$ cat src/rtl/servo_pwm_multi.sv
// ============================================================================
// servo_pwm_multi : multi-channel hobby-servo pulse generator with
//                   double-buffered per-channel mode/position settings.
// Revision 1.0 - initial release
// ============================================================================
`default_nettype none

module servo_pwm_multi #(
  parameter int CHANNELS    = 4,
  parameter int PRESCALE    = 40,
  parameter int FRAME_TICKS = 5000,
  parameter int BASE_TICKS  = 250,
  parameter int SWEEP_STEP  = 4,
  localparam int C_CW       = (CHANNELS > 1) ? $clog2(CHANNELS) : 1
) (
  input  logic                clk,
  input  logic                rst,
  input  logic                wr_en,
  input  logic [C_CW-1:0]     wr_ch,
  input  logic [1:0]          wr_mode,
  input  logic [7:0]          wr_pos,
  input  logic [C_CW-1:0]     rd_ch,
  output logic [7:0]          rd_pos,
  output logic [CHANNELS-1:0] pwm_out,
  output logic                frame_start
);

  localparam int C_PW   = (PRESCALE > 1) ? $clog2(PRESCALE) : 1;
  localparam int C_FW   = (FRAME_TICKS > 1) ? $clog2(FRAME_TICKS) : 1;
  localparam int C_CMPW = C_FW + 1;

  localparam logic [C_PW-1:0]   C_PRE_MAX   = C_PW'(PRESCALE - 1);
  localparam logic [C_FW-1:0]   C_FRAME_MAX = C_FW'(FRAME_TICKS - 1);
  localparam logic [C_CMPW-1:0] C_BASE      = C_CMPW'(BASE_TICKS);
  localparam logic [8:0]        C_STEP9     = 9'(SWEEP_STEP);
  localparam logic [7:0]        C_STEP8     = 8'(SWEEP_STEP);

  localparam logic [1:0] C_MODE_OFF = 2'b00;
  localparam logic [1:0] C_MODE_CEN = 2'b10;
  localparam logic [1:0] C_MODE_SWP = 2'b11;

  logic [C_PW-1:0]           pre_cnt_q, pre_cnt_d;
  logic [C_FW-1:0]           frame_cnt_q, frame_cnt_d;
  logic [CHANNELS-1:0][1:0]  sh_mode_q, sh_mode_d, act_mode_q, act_mode_d;
  logic [CHANNELS-1:0][7:0]  sh_pos_q, sh_pos_d, act_pos_q, act_pos_d;
  logic [CHANNELS-1:0]       dirty_q, dirty_d, dir_q, dir_d;
  logic [CHANNELS-1:0]       pwm_q, pwm_d;
  logic                      frame_start_q;
  logic [CHANNELS-1:0][8:0]  w_up;
  logic                      w_tick, w_bnd;

  assign w_tick = (pre_cnt_q == C_PRE_MAX);
  assign w_bnd  = w_tick && (frame_cnt_q == C_FRAME_MAX);

  generate
    for (genvar g = 0; g < CHANNELS; g++) begin : g_sweep
      assign w_up[g] = {1'b0, act_pos_q[g]} + C_STEP9;
    end
  endgenerate

  // Outputs are computed from next-state values so the pulse rises together
  // with frame_start and already reflects settings latched at the boundary.
  always_comb begin
    pre_cnt_d   = w_tick ? '0 : pre_cnt_q + C_PW'(1);
    frame_cnt_d = frame_cnt_q;
    if (w_bnd)       frame_cnt_d = '0;
    else if (w_tick) frame_cnt_d = frame_cnt_q + C_FW'(1);
    sh_mode_d  = sh_mode_q;
    sh_pos_d   = sh_pos_q;
    dirty_d    = dirty_q;
    act_mode_d = act_mode_q;
    act_pos_d  = act_pos_q;
    dir_d      = dir_q;
    pwm_d      = '0;
    rd_pos     = 8'd0;
    for (int i = 0; i < CHANNELS; i++) begin
      if (w_bnd) begin
        if (dirty_q[i]) begin
          act_mode_d[i] = sh_mode_q[i];
          act_pos_d[i]  = (sh_mode_q[i] == C_MODE_CEN) ? 8'd128 : sh_pos_q[i];
          dir_d[i]      = 1'b0;
          dirty_d[i]    = 1'b0;
        end else if (act_mode_q[i] == C_MODE_SWP) begin
          if (!dir_q[i]) begin
            if (w_up[i][8]) begin
              act_pos_d[i] = 8'd255;
              dir_d[i]     = 1'b1;
            end else begin
              act_pos_d[i] = w_up[i][7:0];
            end
          end else if (act_pos_q[i] < C_STEP8) begin
            act_pos_d[i] = 8'd0;
            dir_d[i]     = 1'b0;
          end else begin
            act_pos_d[i] = act_pos_q[i] - C_STEP8;
          end
        end
      end
      // A write in the boundary cycle lands after the old shadow is consumed.
      if (wr_en && (wr_ch == C_CW'(i))) begin
        sh_mode_d[i] = wr_mode;
        sh_pos_d[i]  = wr_pos;
        dirty_d[i]   = 1'b1;
      end
      pwm_d[i] = (act_mode_d[i] != C_MODE_OFF) &&
                 (C_CMPW'(frame_cnt_d) < (C_BASE + C_CMPW'(act_pos_d[i])));
      if (rd_ch == C_CW'(i)) rd_pos = act_pos_q[i];
    end
  end

  always_ff @(posedge clk) begin
    if (rst) begin
      pre_cnt_q     <= '0;
      frame_cnt_q   <= '0;
      dirty_q       <= '0;
      dir_q         <= '0;
      pwm_q         <= '0;
      frame_start_q <= 1'b0;
      for (int i = 0; i < CHANNELS; i++) begin
        sh_mode_q[i]  <= C_MODE_OFF;
        act_mode_q[i] <= C_MODE_OFF;
        sh_pos_q[i]   <= 8'd128;
        act_pos_q[i]  <= 8'd128;
      end
    end else begin
      pre_cnt_q     <= pre_cnt_d;
      frame_cnt_q   <= frame_cnt_d;
      sh_mode_q     <= sh_mode_d;
      sh_pos_q      <= sh_pos_d;
      dirty_q       <= dirty_d;
      act_mode_q    <= act_mode_d;
      act_pos_q     <= act_pos_d;
      dir_q         <= dir_d;
      pwm_q         <= pwm_d;
      frame_start_q <= w_bnd;
    end
  end

  assign pwm_out     = pwm_q;
  assign frame_start = frame_start_q;

endmodule

`default_nettype wire

$ cat config.mk
export PLATFORM = sky130hd
export DESIGN_NAME = servo_pwm_multi
export DESIGN_NICKNAME = d
export VERILOG_FILES = /design/src/rtl/servo_pwm_multi.sv
export SDC_FILE = /design/constraint.sdc
export NUM_CORES = 1
export LEC_CHECK = 0
export BUFFER_PORTS_ARGS = -buffer_cell sky130_fd_sc_hd__buf_2
export CORE_AREA = 2 2 112 114
export CTS_BUF_LIST = sky130_fd_sc_hd__clkbuf_2 sky130_fd_sc_hd__clkbuf_4 sky130_fd_sc_hd__clkbuf_8
export CTS_CLUSTER_SIZE = 14
export DETAILED_ROUTE_END_ITERATION = 12
export DIE_AREA = 0 0 114 116
export PLACE_DENSITY = 0.81
export SLEW_MARGIN = 15
export SYNTH_ARGS = -nofsm -noshare
export SYNTH_HDL_FRONTEND = slang
export SYNTH_SLANG_ARGS = --single-unit
export TNS_END_PERCENT = 1
$ cat constraint.sdc
create_clock -name clk -period 8.9 [get_ports clk]
set_clock_uncertainty 0.2 [all_clocks]
set_input_delay 0.89 -clock clk [delete_from_list [all_inputs] [get_ports clk]]
set_output_delay 0.89 -clock clk [all_outputs]
set_load 0.01 [all_outputs]
=== Word-level counts from Yosys, hierarchy flattened ===
Cells that the tools add are included.

* Output and inout bits: 13
* Word-level logic and storage cells: 161
* Flip-flop bits (word level): 112

* $lt $le $gt $ge: 8
* Equal/unequal tests: 16
* Muxes and demuxes: 67
* Add/subtract/negate cells: 14
* Reductions and logical operators: 28

{| class="wikitable"
|+ Operators by type and width
! kind !! number
|-
| $mux 8 || 32
|-
| $lt 13x9->1 || 4
|-
| $add 8x3->9 const B || 4
|-
| $add 8x8->9 const A || 4
|-
| $lt 8x3->1 const B || 4
|-
| $sub 8x3->8 const B || 4
|-
| $mux 13 || 2
|-
| $mux 1 || 25
|-
| $eq 2x2->1 const B || 12
|-
| $reduce_bool 2->1 || 12
|-
| $mux 2 || 8
|-
| $add 13x1->13 const B || 1
|-
| $eq 13x13->1 const B || 1
|-
| $logic_and 1x1->1 || 9
|-
| $reduce_and 2->1 || 4
|-
| $add 6x1->6 const B || 1
|-
| $eq 6x6->1 const B || 1
|-
| $eq 2x1->1 const B || 2
|-
| $logic_not 2->1 || 2
|-
| $reduce_or 2->1 || 1
|}

=== Depth between registers and ports, before layout ===
Gate-level depths: netlist of run 1.

* Depth after elaboration: 9
* Mapped depth: 19
* Gate-level depth less buffers: 19

=== Worst setup path before layout of run 1 ===
OpenSTA, ideal clock, no wires.

* Kind: reg-to-reg
* Start point: register frame_cnt_q[10]
* End point: register pwm_q[2] (netlist: pwm_out[2])
* Setup slack: 5,055 ps
* Stages on the path, launching flop included: 16
* Required time: 8,639 ps
* Arrival time: 3,584 ps
* Setup time: 61 ps
* Period minus slack after synthesis: 3,845 ps
* Path through: dfxtp_1 or4b_4 or4_4 or2_4 o22a_1 o22ai_2 inv_2 ha_1 nor4_2 xnor2_1 ha_1 a21o_1 a21oi_1 o21ai_0 a211oi_1 and3_1

{| class="wikitable"
|+ RTL lines
! item !! line !! source
|-
| start: declaration || 43 || <nowiki>logic [C_FW-1:0] frame_cnt_q, frame_cnt_d;</nowiki>
|-
| start signal: assignment || 127 || <nowiki>frame_cnt_q <= frame_cnt_d;</nowiki>
|-
| end signal: assignment || 134 || <nowiki>pwm_q <= pwm_d;</nowiki>
|-
| end: declaration || 47 || <nowiki>logic [CHANNELS-1:0] pwm_q, pwm_d;</nowiki>
|}

==> results of run 1 <==
[layout by cell type (no fill, tap or decap), types with 5 or more instances in the layout]
master	n
a211oi_1	10
a21o_1	17
a21oi_1	68
a22oi_1	8
a31oi_1	14
a41oi_1	5
and2_1	30
and3_1	13
buf_2	29
clkbuf_8	9
dfxtp_1	112
ha_1	46
inv_1	28
inv_8	5
mux2i_1	33
mux4_2	8
nand2_1	92
nand2b_1	12
nand3_1	43
nand4_1	15
nor2_1	90
nor2b_1	8
nor3_1	30
nor4_1	7
o21ai_0	28
o21ai_1	7
o22ai_1	6
o31ai_1	5
xnor2_1	26
xor2_1	10
[report_power, final]
group / switching, mW / leakage [nW] / internal [mW] / total [mW]
combinational: 0.0321 / 2.26 / 0.0178 / 0.0498
clock: 0.208 / 0.116 / 0.142 / 0.351
sequential: 0.0116 / 0.906 / 0.510 / 0.521
total: 0.252 / 3.29 / 0.670 / 0.922
[how the worst min path moves through the flow]
stage / slack (ns) / endpoint / startpoint
floorplan: 0.22 / pre_cnt_q[0] / pre_cnt_q[0]
global placement: 0.24 / pre_cnt_q[0] / pre_cnt_q[0]
detailed placement: 0.25 / sh_pos_q[28] / sh_pos_q[28]
CTS: 0.27 / sh_pos_q[28] / sh_pos_q[28]
global route: 0.30 / pre_cnt_q[0] / pre_cnt_q[0]
finish: 0.27 / sh_pos_q[28] / sh_pos_q[28]
[logic make-up after synthesis]
kind of cell | after synthesis | synth area share [%]
compound gates | 232 | 20.8
xor+xnor | 36 | 4.18
fa+ha+maj | 46 | 7.63
buf+inv | 92 | 4.73
flops | 112 | 29.7
mux | 43 | 7.07
simple gates | 382 | 25.8
[worst min-delay path, cell delays in order, from the launching register on]
cell     delay, ns
dfxtp_1       0.33
nand2_1       0.05
a21oi_1       0.05
[layout make-up]
cell class / instances / area [µm²]
clock buffers: 9 / 124
clock inverters: 7 / 103
fillers: 1050 / 4020
inverters: 30 / 113
multi-input cells: 739 / 4960
flip-flops and latches: 112 / 2240
well taps: 147 / 184
repair buffers: 32 / 168
[through the flow]
stage | std cells | instance area [µm²] | total power, mW | utilization [%] | setup slack (ns)
after floorplan | 943 | 7540 | 0.562 | - | 5.05
after global placement | 1060 | 7660 | 0.580 | 64.3 | 4.28
after detailed placement | 1060 | 7660 | 0.581 | 64.3 | 4.14
after CTS | 1076 | 7890 | 0.921 | 66.2 | 4.09
after global routing | 1076 | 7900 | 0.945 | 66.3 | 3.71
final | 1076 | 7900 | 0.922 | 66.3 | 4.09
[layer usage]
| metal | vias up | part of all wire [%] |
|---|---|---|
| met5 | - | 0 |
| li1 | 3398 | - |
| met2 | 378 | 44 |
| met1 | 3430 | 42 |
| met3 | 72 | 10 |
| met4 | 0 | 4.1 |
[state kept, by name, summed over array words and instances (netlist names)]
signal       cells
dirty_q          4
act_pos_q       32
frame_cnt_q     13
sh_mode_q        8
pwm_out          4
pre_cnt_q        6
act_mode_q       8
frame_start      1
sh_pos_q        32
dir_q            4
==> metrics.log, run 1 <==
[metrics] status: finished clean
[metrics] global-route track usage on met1: 44.7%
[metrics] classification of the worst-slack hold path: reg2reg
[metrics] CP arrival: 4.96 ns
[metrics] H-tree depth reported by CTS: 3
[metrics] post-CTS setup buffers: 0
[metrics] number of buffers inserted by hold repair at cts: 0
[metrics] latest clock arrival within the worst-skew pair: 0.41 ns
[metrics] Synthesized Nets: 1006
[metrics] most frequently used cell type in the post-synthesis netlist: dfxtp_1
[metrics] Async SR Flop Fraction: 0%
[metrics] P&R area growth vs syn: 4.66%
[metrics] CTS buffer count: 9
[metrics] post-route minimum period: 4.81 ns
[metrics] clock sink total: 112
[metrics] number of diodes: 0
[metrics] layout cell share with drive strength beyond 1: 9.26%
[metrics] first-pass detailed-route iteration total: 6
[metrics] clock tree from TritonCTS: yes
[metrics] Ys Warns: 0
[metrics] vias in the first global route: 6488
[metrics] violation count after the first detailed-route iteration: 1002
[metrics] sequence of cells on the critical path: or4b_4, or2_1, nor3_4, buf_4, a32o_1, inv_2, ha_1, nor4_2, xnor2_1, ha_1, a21o_1, a21oi_1, o21ai_0, a211oi_1, and3_1
[metrics] cell type with the largest total area after synthesis: dfxtp_1
[metrics] buffers plus inverters on the worst setup path: 2
[metrics] wire length of the first global-routing pass: 34.2 mm
[metrics] antenna-violating nets left: 0
[metrics] delay contributed by the slowest stage of the critical path: 0.85 ns
[metrics] maximum frequency from static timing analysis: 0.208 GHz
[metrics] post-synth top area share: 29.7%
[metrics] RR Endpoint: pwm_out[2]
[metrics] boundary pin count: 30
[metrics] die area: 13200 µm²
[metrics] remaining routing DRC violations: 0
[metrics] Chip Height: 116 µm
[metrics] pin count of the biggest net entering global routing: 87
[metrics] kind of start point of the critical path: flop
[metrics] routing usage on met3: 7.17%
[metrics] transition at the pin with the smallest max-transition slack: 1.11 ns
[metrics] total routed wirelength: 21.8 mm
[metrics] flops & latches, synth: 112
[metrics] sort of element at the end of the critical path: flop
[metrics] HPWL Detailed: 15.7 mm
[metrics] WHS: 0.265 ns
[metrics] Die X: 114 µm
[metrics] number of cells produced by synthesis: 943
[metrics] clock slew at reported path FFs: 0.12 ns
[metrics] RSZ-0062 raised after global routing: false
[metrics] maximum number of buffers from clock root to sink: 2
[metrics] most frequently used flop master after synthesis: dfxtp_1
[metrics] worst reg2reg path startpoint: frame_cnt_q[10]
[metrics] cell class contributing the biggest share of worst-path delay: simple AND/OR/NAND/NOR gates
[metrics] Crit path depth: 15
[metrics] Worst path slowest cell: nor3_4
[metrics] Final Hold Fails: 0
[metrics] depth of the worst hold-timing path: 2
[metrics] final sum of negative setup slack: 0 ns
[metrics] ranking of synthesized cells by area: dfxtp_1 30%, ha_1 7.6%, nand2_1 4.6%, a21oi_1 4.5%, nor2_1 4.5%
[metrics] core area: 11900 µm²
[metrics] met2 track demand over resource: 51.6%
[metrics] Worst Setup Path Type: reg2reg
[metrics] total standard cell area after synthesis: 7540 µm²
[metrics] number of port buffers: 29
[metrics] CP Launch Point: frame_cnt_q[10]
[metrics] fin nets: 987
[metrics] depth of the worst register-to-register path: 15
[metrics] drt wl/cell: 20.2 µm
[metrics] # Max-Cap Violations: 0
[metrics] worst setup path endpoint: pwm_out[2]
[metrics] setup slack, reg-to-reg: 4.09 ns
[metrics] Final Slew Violations: 0
[metrics] initial antenna violation count: 0
[metrics] peak supply drop: 141 µV
[metrics] post-synthesis area per instance: 8.00 µm²
[metrics] endpoint required time on the critical path: 9.06 ns
[metrics] Final Setup Violations: 0
[metrics] most frequent cell on the critical path: ha_1
[metrics] placement row count: 40
[metrics] top cells by count, synth: 112 x dfxtp_1, 92 x nand2_1, 90 x nor2_1
[metrics] number of vias in the routed layout: 7278
[metrics] Max-slew headroom: 25.6%
[metrics] power density over the cells: 117 nW/µm²
[metrics] via density per instance: 6.76
[metrics] cells resized by post-CTS repair: 0
[metrics] critical path fanouts, max: 26
[metrics] Clock Root Buffer: clkbuf_8
[metrics] reported leakage power: 3.29 nW
[metrics] Routability Congestion: 1.00
[metrics] overall global routing resource usage: 33.4%
[metrics] remaining global-route overflow: 0
[metrics] Post-synth EDFFs: 0
[metrics] portion of the clock cycle consumed by the worst path in the final layout: 54.0%
[metrics] initial core utilization: 63.3%
[metrics] sequential element share of the synthesized area: 29.7%
[metrics] grt peak-use layer: met2
[metrics] number of distinct library cell variants in the gate-level netlist after synthesis: 88
(Power assumes the default switching activity.)
==> inputs of run 2 (changes only) <==
clock period = 4.6 ns   (was 8.9 ns; I/O delays follow)
==> metrics.log, run 2 (synthesis gave the netlist of run 1 again) <==
[metrics] die area: 13200 µm² (unchanged)
[metrics] maximum number of buffers from clock root to sink: 2 (unchanged)
[metrics] fill cell count: 1060 (was 1050)
[metrics] cell class contributing the biggest share of worst-path delay: simple AND/OR/NAND/NOR gates (unchanged)
[metrics] first-pass detailed-route iteration total: 7 (was 6)
[metrics] final sum of negative setup slack: 0 ns (unchanged)
[metrics] Worst Setup Slack, final: 0.332 ns (was 4.09 ns)
[metrics] via density per instance: 6.71 (was 6.76)
[metrics] Clock Root Buffer: clkbuf_8 (unchanged)
[metrics] Final Setup Violations: 0 (unchanged)
[metrics] most used cells in the layout excluding fill and tap cells: 112 x dfxtp_1, 92 x nand2_1, 90 x nor2_1, 68 x a21oi_1, 46 x ha_1 (unchanged)
[metrics] CTS buffer count: 9 (unchanged)
[metrics] placement-stage worst setup slack: 0.391 ns (was 4.14 ns)
[metrics] total routed wirelength: 21.9 mm (was 21.8 mm)
[metrics] Worst Setup Path Type: reg2reg (unchanged)
[metrics] clock tree from TritonCTS: yes (unchanged)
[metrics] critical path fanouts, max: 14 (was 26)
[metrics] Worst path slowest cell: or4b_4 (was nor3_4)
[metrics] CP arrival: 4.37 ns (was 4.96 ns)
[metrics] total net switching power: 466 µW (was 252 µW)
[metrics] delay contributed by the slowest stage of the critical path: 0.57 ns (was 0.85 ns)
[metrics] number of vias in the routed layout: 7313 (was 7278)
[metrics] initial core utilization: 63.3% (unchanged)
[metrics] status: finished clean (unchanged)
[metrics] switching power share of the total: 27.5% (was 27.3%)
[metrics] kind of start point of the critical path: flop (unchanged)
[metrics] remaining global-route overflow: 0 (unchanged)
[metrics] reported leakage power: 3.34 nW (was 3.29 nW)
[metrics] total internal power: 1.23 mW (was 670 µW)
[metrics] Routability Congestion: 0.986 (was 1.00)
[metrics] number of port buffers: 29 (unchanged)
[metrics] transition at the pin with the smallest max-transition slack: 1.00 ns (was 1.11 ns)
[metrics] number of buffers inserted by hold repair at cts: 0 (unchanged)
[metrics] wire length of the first global-routing pass: 34.3 mm (was 34.2 mm)
[metrics] antenna-violating nets left: 0 (unchanged)
[metrics] H-tree depth reported by CTS: 3 (unchanged)
[metrics] part of the power in combinational logic: 5.9% (was 5.4%)
[metrics] maximum frequency from static timing analysis: 0.234 GHz (was 0.208 GHz)
[metrics] layout cell share with drive strength beyond 1: 10.5% (was 9.26%)
[metrics] Chip Height: 116 µm (unchanged)
[metrics] HPWL Detailed: 16.1 mm (was 15.7 mm)
[metrics] remaining routing DRC violations: 0 (unchanged)
[metrics] most frequent cell on the critical path: ha_1 (unchanged)
[metrics] portion of the clock cycle consumed by the worst path in the final layout: 92.8% (was 54.0%)
[metrics] core area: 11900 µm² (unchanged)
[metrics] cells resized by post-CTS repair: 0 (unchanged)
[metrics] fin nets: 1001 (was 987)
[metrics] overall global routing resource usage: 33.7% (was 33.4%)
[metrics] part of the total power dissipated in the clock network: 34.7% (was 38.0%)
[metrics] # Max-Cap Violations: 0 (unchanged)
[metrics] initial antenna violation count: 0 (unchanged)
[metrics] clock sink total: 112 (unchanged)
[metrics] boundary pin count: 30 (unchanged)
[metrics] sort of element at the end of the critical path: flop (unchanged)
[metrics] peak supply drop: 314 µV (was 141 µV)
[metrics] clock slew at reported path FFs: 0.12 ns (about the same)
[metrics] number of diodes: 0 (unchanged)
[metrics] setup slack, reg-to-reg: 0.33 ns (was 4.09 ns)
[metrics] number of standard cells in the final layout excluding fillers: 1090 (was 1076)
[metrics] power density over the cells: 213 nW/µm² (was 117 nW/µm²)
[metrics] WHS Endpoint: sh_pos_q[25] (was sh_pos_q[28])
[metrics] vias in the first global route: 6506 (was 6488)
[metrics] endpoint required time on the critical path: 4.70 ns (was 9.06 ns)
[metrics] placement row count: 40 (unchanged)
[metrics] drt wl/cell: 20.0 µm (was 20.2 µm)
[metrics] Placed Cells incl. Taps: 1074 (was 1060)
[metrics] depth of the worst hold-timing path: 3 (was 2)
[metrics] registers with the highest flip-flop counts: act_pos_q (32), sh_pos_q (32), frame_cnt_q (13) (unchanged)
[metrics] Die X: 114 µm (unchanged)
[metrics] buffers plus inverters on the worst setup path: 0 (was 2)
[metrics] WHS: 0.125 ns (was 0.265 ns)
[metrics] post-route minimum period: 4.27 ns (was 4.81 ns)
[metrics] post-CTS setup buffers: 0 (unchanged)
[metrics] RSZ-0062 raised after global routing: false (unchanged)
[metrics] Sequential Power Share: 59.4% (was 56.6%)
[metrics] latest clock arrival within the worst-skew pair: 0.41 ns (about the same)
[metrics] RR Endpoint: pwm_out[0] (was pwm_out[2])
[metrics] Final Hold Fails: 0 (unchanged)
[metrics] violation count after the first detailed-route iteration: 970 (was 1002)
[metrics] Final Slew Violations: 0 (unchanged)
[metrics] worst reg2reg path startpoint: frame_cnt_q[10] (unchanged)
[metrics] Max-slew headroom: 33.0% (was 25.6%)
[metrics] most common cell after layout, fill and taps aside: dfxtp_1 (unchanged)
[metrics] classification of the worst-slack hold path: in2reg (was reg2reg)
[metrics] sequence of cells on the critical path: or4b_4, or4_4, nor2_4, o21ai_1, o21a_1, ha_1, or3_1, nor3b_1, xnor2_1, ha_1, nand4_1, nor2_1, o21ai_0, and4b_1 (was or4b_4, or2_1, nor3_4, buf_4, a32o_1, inv_2, ha_1, nor4_2, xnor2_1, ha_1, a21o_1, a21oi_1, o21ai_0, a211oi_1, and3_1)
[metrics] depth of the worst register-to-register path: 14 (was 15)
[metrics] worst hold start: wr_pos[1] (was sh_pos_q[28])
[metrics] pin count of the biggest net entering global routing: 86 (was 87)
[metrics] P&R area growth vs syn: 5.39% (was 4.66%)
run 2: area by class of cell:
cell class	count	area, µm²	share of cell area [%]
multi-input cells	739	4960	62.3
flip-flops and latches	112	2240	28.2
repair buffers	46	273	3.43
well taps	147	184	2.31
clock buffers	9	124	1.56
inverters	30	113	1.42
clock inverters	7	58.8	0.740
run 2: layer usage:
| layer | global-route usage, % | routed length, µm |
|---|---|---|
| met3 | 9.62 | 2530 |
| met4 | 13.7 | 862 |
| met5 | 0 | 0 |
| met2 | 51.3 | 9460 |
| met1 | 45.1 | 9000 |
run 2: power groups by stage:
stage	clock network [mW]	logic [mW]	registers, mW
2_1_floorplan	0	0.0719	1.02
3_3_place_gp	0	0.0973	1.03
3_5_place_dp	0	0.0982	1.03
4_1_cts	0.595	0.0987	1.01
5_1_grt	0.638	0.109	1.01
6_report	0.587	0.100	1.01
run 2: through the flow:
stage,utilization (%),cell area [µm²],power [mW]
2_1_floorplan,-,7540,1.09
3_3_place_gp,65.2,7770,1.12
3_5_place_dp,65.2,7770,1.13
4_1_cts,66.7,7950,1.70
5_1_grt,66.7,7950,1.76
6_report,66.7,7950,1.70
run 2: how the worst max path moves through the flow:
stage | startpoint | end | depth (start not counted)
2_1_floorplan | frame_cnt_q[10] | pwm_out[2] | 15
3_3_place_gp | frame_cnt_q[10] | pwm_out[0] | 14
3_5_place_dp | frame_cnt_q[10] | pwm_out[0] | 14
4_1_cts | frame_cnt_q[10] | pwm_out[0] | 14
5_1_grt | frame_cnt_q[0] | pwm_out[2] | 16
6_report | frame_cnt_q[10] | pwm_out[0] | 14
run 2: tightest hold or removal path: cells and delay by family:
kind,cells,cell delay [ns]
buffers and inverters,1,0.13
and+or+nand+nor,1,0.06
AOI/OAI and AO/OA,1,0.05
==> inputs of run 3 (changes only) <==
clock period = 5.5 ns   (was 4.6 ns; I/O delays follow)
==> metrics.log, run 3 (synthesis gave the netlist of run 1 again) <==
[metrics] status: finished clean (unchanged)
[metrics] portion of the clock cycle consumed by the worst path in the final layout: 80.3% (was 92.8%)
[metrics] most common cell after layout, fill and taps aside: dfxtp_1 (unchanged)
[metrics] violation count after the first detailed-route iteration: 1115 (was 970)
[metrics] Final Setup Violations: 0 (unchanged)
[metrics] transition at the pin with the smallest max-transition slack: 1.00 ns (about the same)
[metrics] vias in the first global route: 6427 (was 6506)
[metrics] P&R area growth vs syn: 4.99% (was 5.39%)
[metrics] kind of start point of the critical path: flop (unchanged)
[metrics] wire length of the first global-routing pass: 34.4 mm (was 34.3 mm)
[metrics] fin nets: 989 (was 1001)
[metrics] clock tree from TritonCTS: yes (unchanged)
[metrics] Worst Setup Slack, final: 1.08 ns (was 0.332 ns)
[metrics] number of buffers inserted by hold repair at cts: 0 (unchanged)
[metrics] remaining routing DRC violations: 0 (unchanged)
[metrics] layout cell share with drive strength beyond 1: 9.25% (was 10.5%)
[metrics] via density per instance: 6.60 (was 6.71)
[metrics] peak supply drop: 172 µV (was 314 µV)
[metrics] final sum of negative setup slack: 0 ns (unchanged)
[metrics] critical path fanouts, max: 34 (was 14)
[metrics] # Max-Cap Violations: 0 (unchanged)
[metrics] Max-slew headroom: 32.9% (was 33.0%)
[metrics] post-CTS setup buffers: 0 (unchanged)
[metrics] pin count of the biggest net entering global routing: 61 (was 86)
[metrics] Routability Congestion: 1.03 (was 0.986)
[metrics] placement-stage worst setup slack: 1.21 ns (was 0.391 ns)
[metrics] sequence of cells on the critical path: ha_1, nor4bb_1, nand2_1, nor3_4, buf_4, a32o_1, inv_2, ha_1, nor4_2, xnor2_1, ha_1, a21o_1, a21oi_1, o21ai_0, a211oi_1, and3_1 (was or4b_4, or4_4, nor2_4, o21ai_1, o21a_1, ha_1, or3_1, nor3b_1, xnor2_1, ha_1, nand4_1, nor2_1, o21ai_0, and4b_1)
[metrics] classification of the worst-slack hold path: in2reg (unchanged)
[metrics] Final Hold Fails: 0 (unchanged)
[metrics] number of diodes: 0 (unchanged)
[metrics] latest clock arrival within the worst-skew pair: 0.40 ns (was 0.41 ns)
[metrics] maximum number of buffers from clock root to sink: 2 (unchanged)
[metrics] Worst Setup Path Type: reg2reg (unchanged)
[metrics] clock slew at reported path FFs: 0.11 ns (was 0.12 ns)
[metrics] cells resized by post-CTS repair: 0 (unchanged)
[metrics] HPWL Detailed: 16.2 mm (was 16.1 mm)
[metrics] Final Core Density: 66.5% (was 66.7%)
[metrics] Clock Root Buffer: clkbuf_8 (unchanged)
[metrics] power density over the cells: 192 nW/µm² (was 213 nW/µm²)
[metrics] Placed Cells incl. Taps: 1062 (was 1074)
[metrics] number of standard cells in the final layout excluding fillers: 1077 (was 1090)
[metrics] initial core utilization: 63.3% (unchanged)
[metrics] overall global routing resource usage: 33.6% (was 33.7%)
[metrics] post-route minimum period: 4.42 ns (was 4.27 ns)
[metrics] maximum frequency from static timing analysis: 0.226 GHz (was 0.234 GHz)
[metrics] Die X: 114 µm (unchanged)
[metrics] sort of element at the end of the critical path: flop (unchanged)
[metrics] delay contributed by the slowest stage of the critical path: 0.46 ns (was 0.57 ns)
[metrics] Chip Height: 116 µm (unchanged)
[metrics] boundary pin count: 30 (unchanged)
[metrics] clock sink total: 112 (unchanged)
[metrics] Worst path slowest cell: nor4bb_1 (was or4b_4)
[metrics] die area: 13200 µm² (unchanged)
[metrics] core area: 11900 µm² (unchanged)
[metrics] total routed wirelength: 21.9 mm (about the same)
[metrics] number of vias in the routed layout: 7111 (was 7313)
[metrics] first-pass detailed-route iteration total: 8 (was 7)
[metrics] most used cells in the layout excluding fill and tap cells: 112 x dfxtp_1, 92 x nand2_1, 90 x nor2_1, 68 x a21oi_1, 46 x ha_1 (unchanged)
[metrics] RSZ-0062 raised after global routing: false (unchanged)
[metrics] registers with the highest flip-flop counts: act_pos_q (32), sh_pos_q (32), frame_cnt_q (13) (unchanged)
[metrics] antenna-violating nets left: 0 (unchanged)
[metrics] remaining global-route overflow: 0 (unchanged)
[metrics] CP arrival: 4.55 ns (was 4.37 ns)
[metrics] reported leakage power: 3.30 nW (was 3.34 nW)
[metrics] H-tree depth reported by CTS: 3 (unchanged)
[metrics] initial antenna violation count: 0 (unchanged)
[metrics] Final Slew Violations: 0 (unchanged)
[metrics] drt wl/cell: 20.3 µm (was 20.0 µm)
[metrics] placement row count: 40 (unchanged)
[metrics] number of port buffers: 29 (unchanged)
[metrics] most frequent cell on the critical path: ha_1 (unchanged)
[metrics] CTS buffer count: 9 (unchanged)
[metrics] endpoint required time on the critical path: 5.64 ns (was 4.70 ns)
## run 3: area by class of cell
cell class | instances | area [µm²]
repair buffers | 34 | 183
multi-input cells | 739 | 4960
well taps | 147 | 184
inverters | 30 | 113
clock buffers | 12 | 153
clock inverters | 3 | 90.1
fillers | 1072 | 3990
flip-flops and latches | 112 | 2240
## run 3: worst paths after layout
kind	start	endpoint	slack, ns	cells past startpoint
max	frame_cnt_q[0]	pwm_out[2]	1.08	16
min	wr_mode[1]	sh_mode_q[7]	0.23	3
max reg2reg	frame_cnt_q[0]	pwm_out[2]	1.08	16
min reg2reg	pre_cnt_q[0]	pre_cnt_q[0]	0.26	1
## run 3: report_power, final
| group | internal (mW) | switching [mW] | total (mW) |
|---|---|---|---|
| sequential | 0.825 | 0.0195 | 0.844 |
| clock | 0.323 | 0.271 | 0.594 |
| combinational | 0.0286 | 0.0525 | 0.0811 |
## run 3: metrics by stage
stage	hold slack (ns)	cell area (µm²)	power, mW
floorplan	0.224	7540	0.910
global placement	0.245	7680	0.940
detailed placement	0.249	7680	0.942
CTS	0.217	7920	1.52
global route	0.227	7920	1.57
finish	0.230	7920	1.52
## run 3: critical path, delay by kind of cell (launching register included)
| family | cells | cell delay, ns |
|---|---|---|
| compound gates | 5 | 0.95 |
| xor+xnor | 1 | 0.16 |
| fa+ha+maj | 3 | 0.67 |
| buf+inv | 2 | 0.44 |
| flops | 1 | 0.38 |
| simple gates | 5 | 1.52 |
## run 3: layer usage
metal  global-route usage [%]  vias up  share of wire, %
li1                         -     3407                 -
met1                     46.6     3311                43
met5                        0        -                 0
met4                     15.5        0               3.6
met2                     51.6      340                44
met3                     5.49       53               9.2
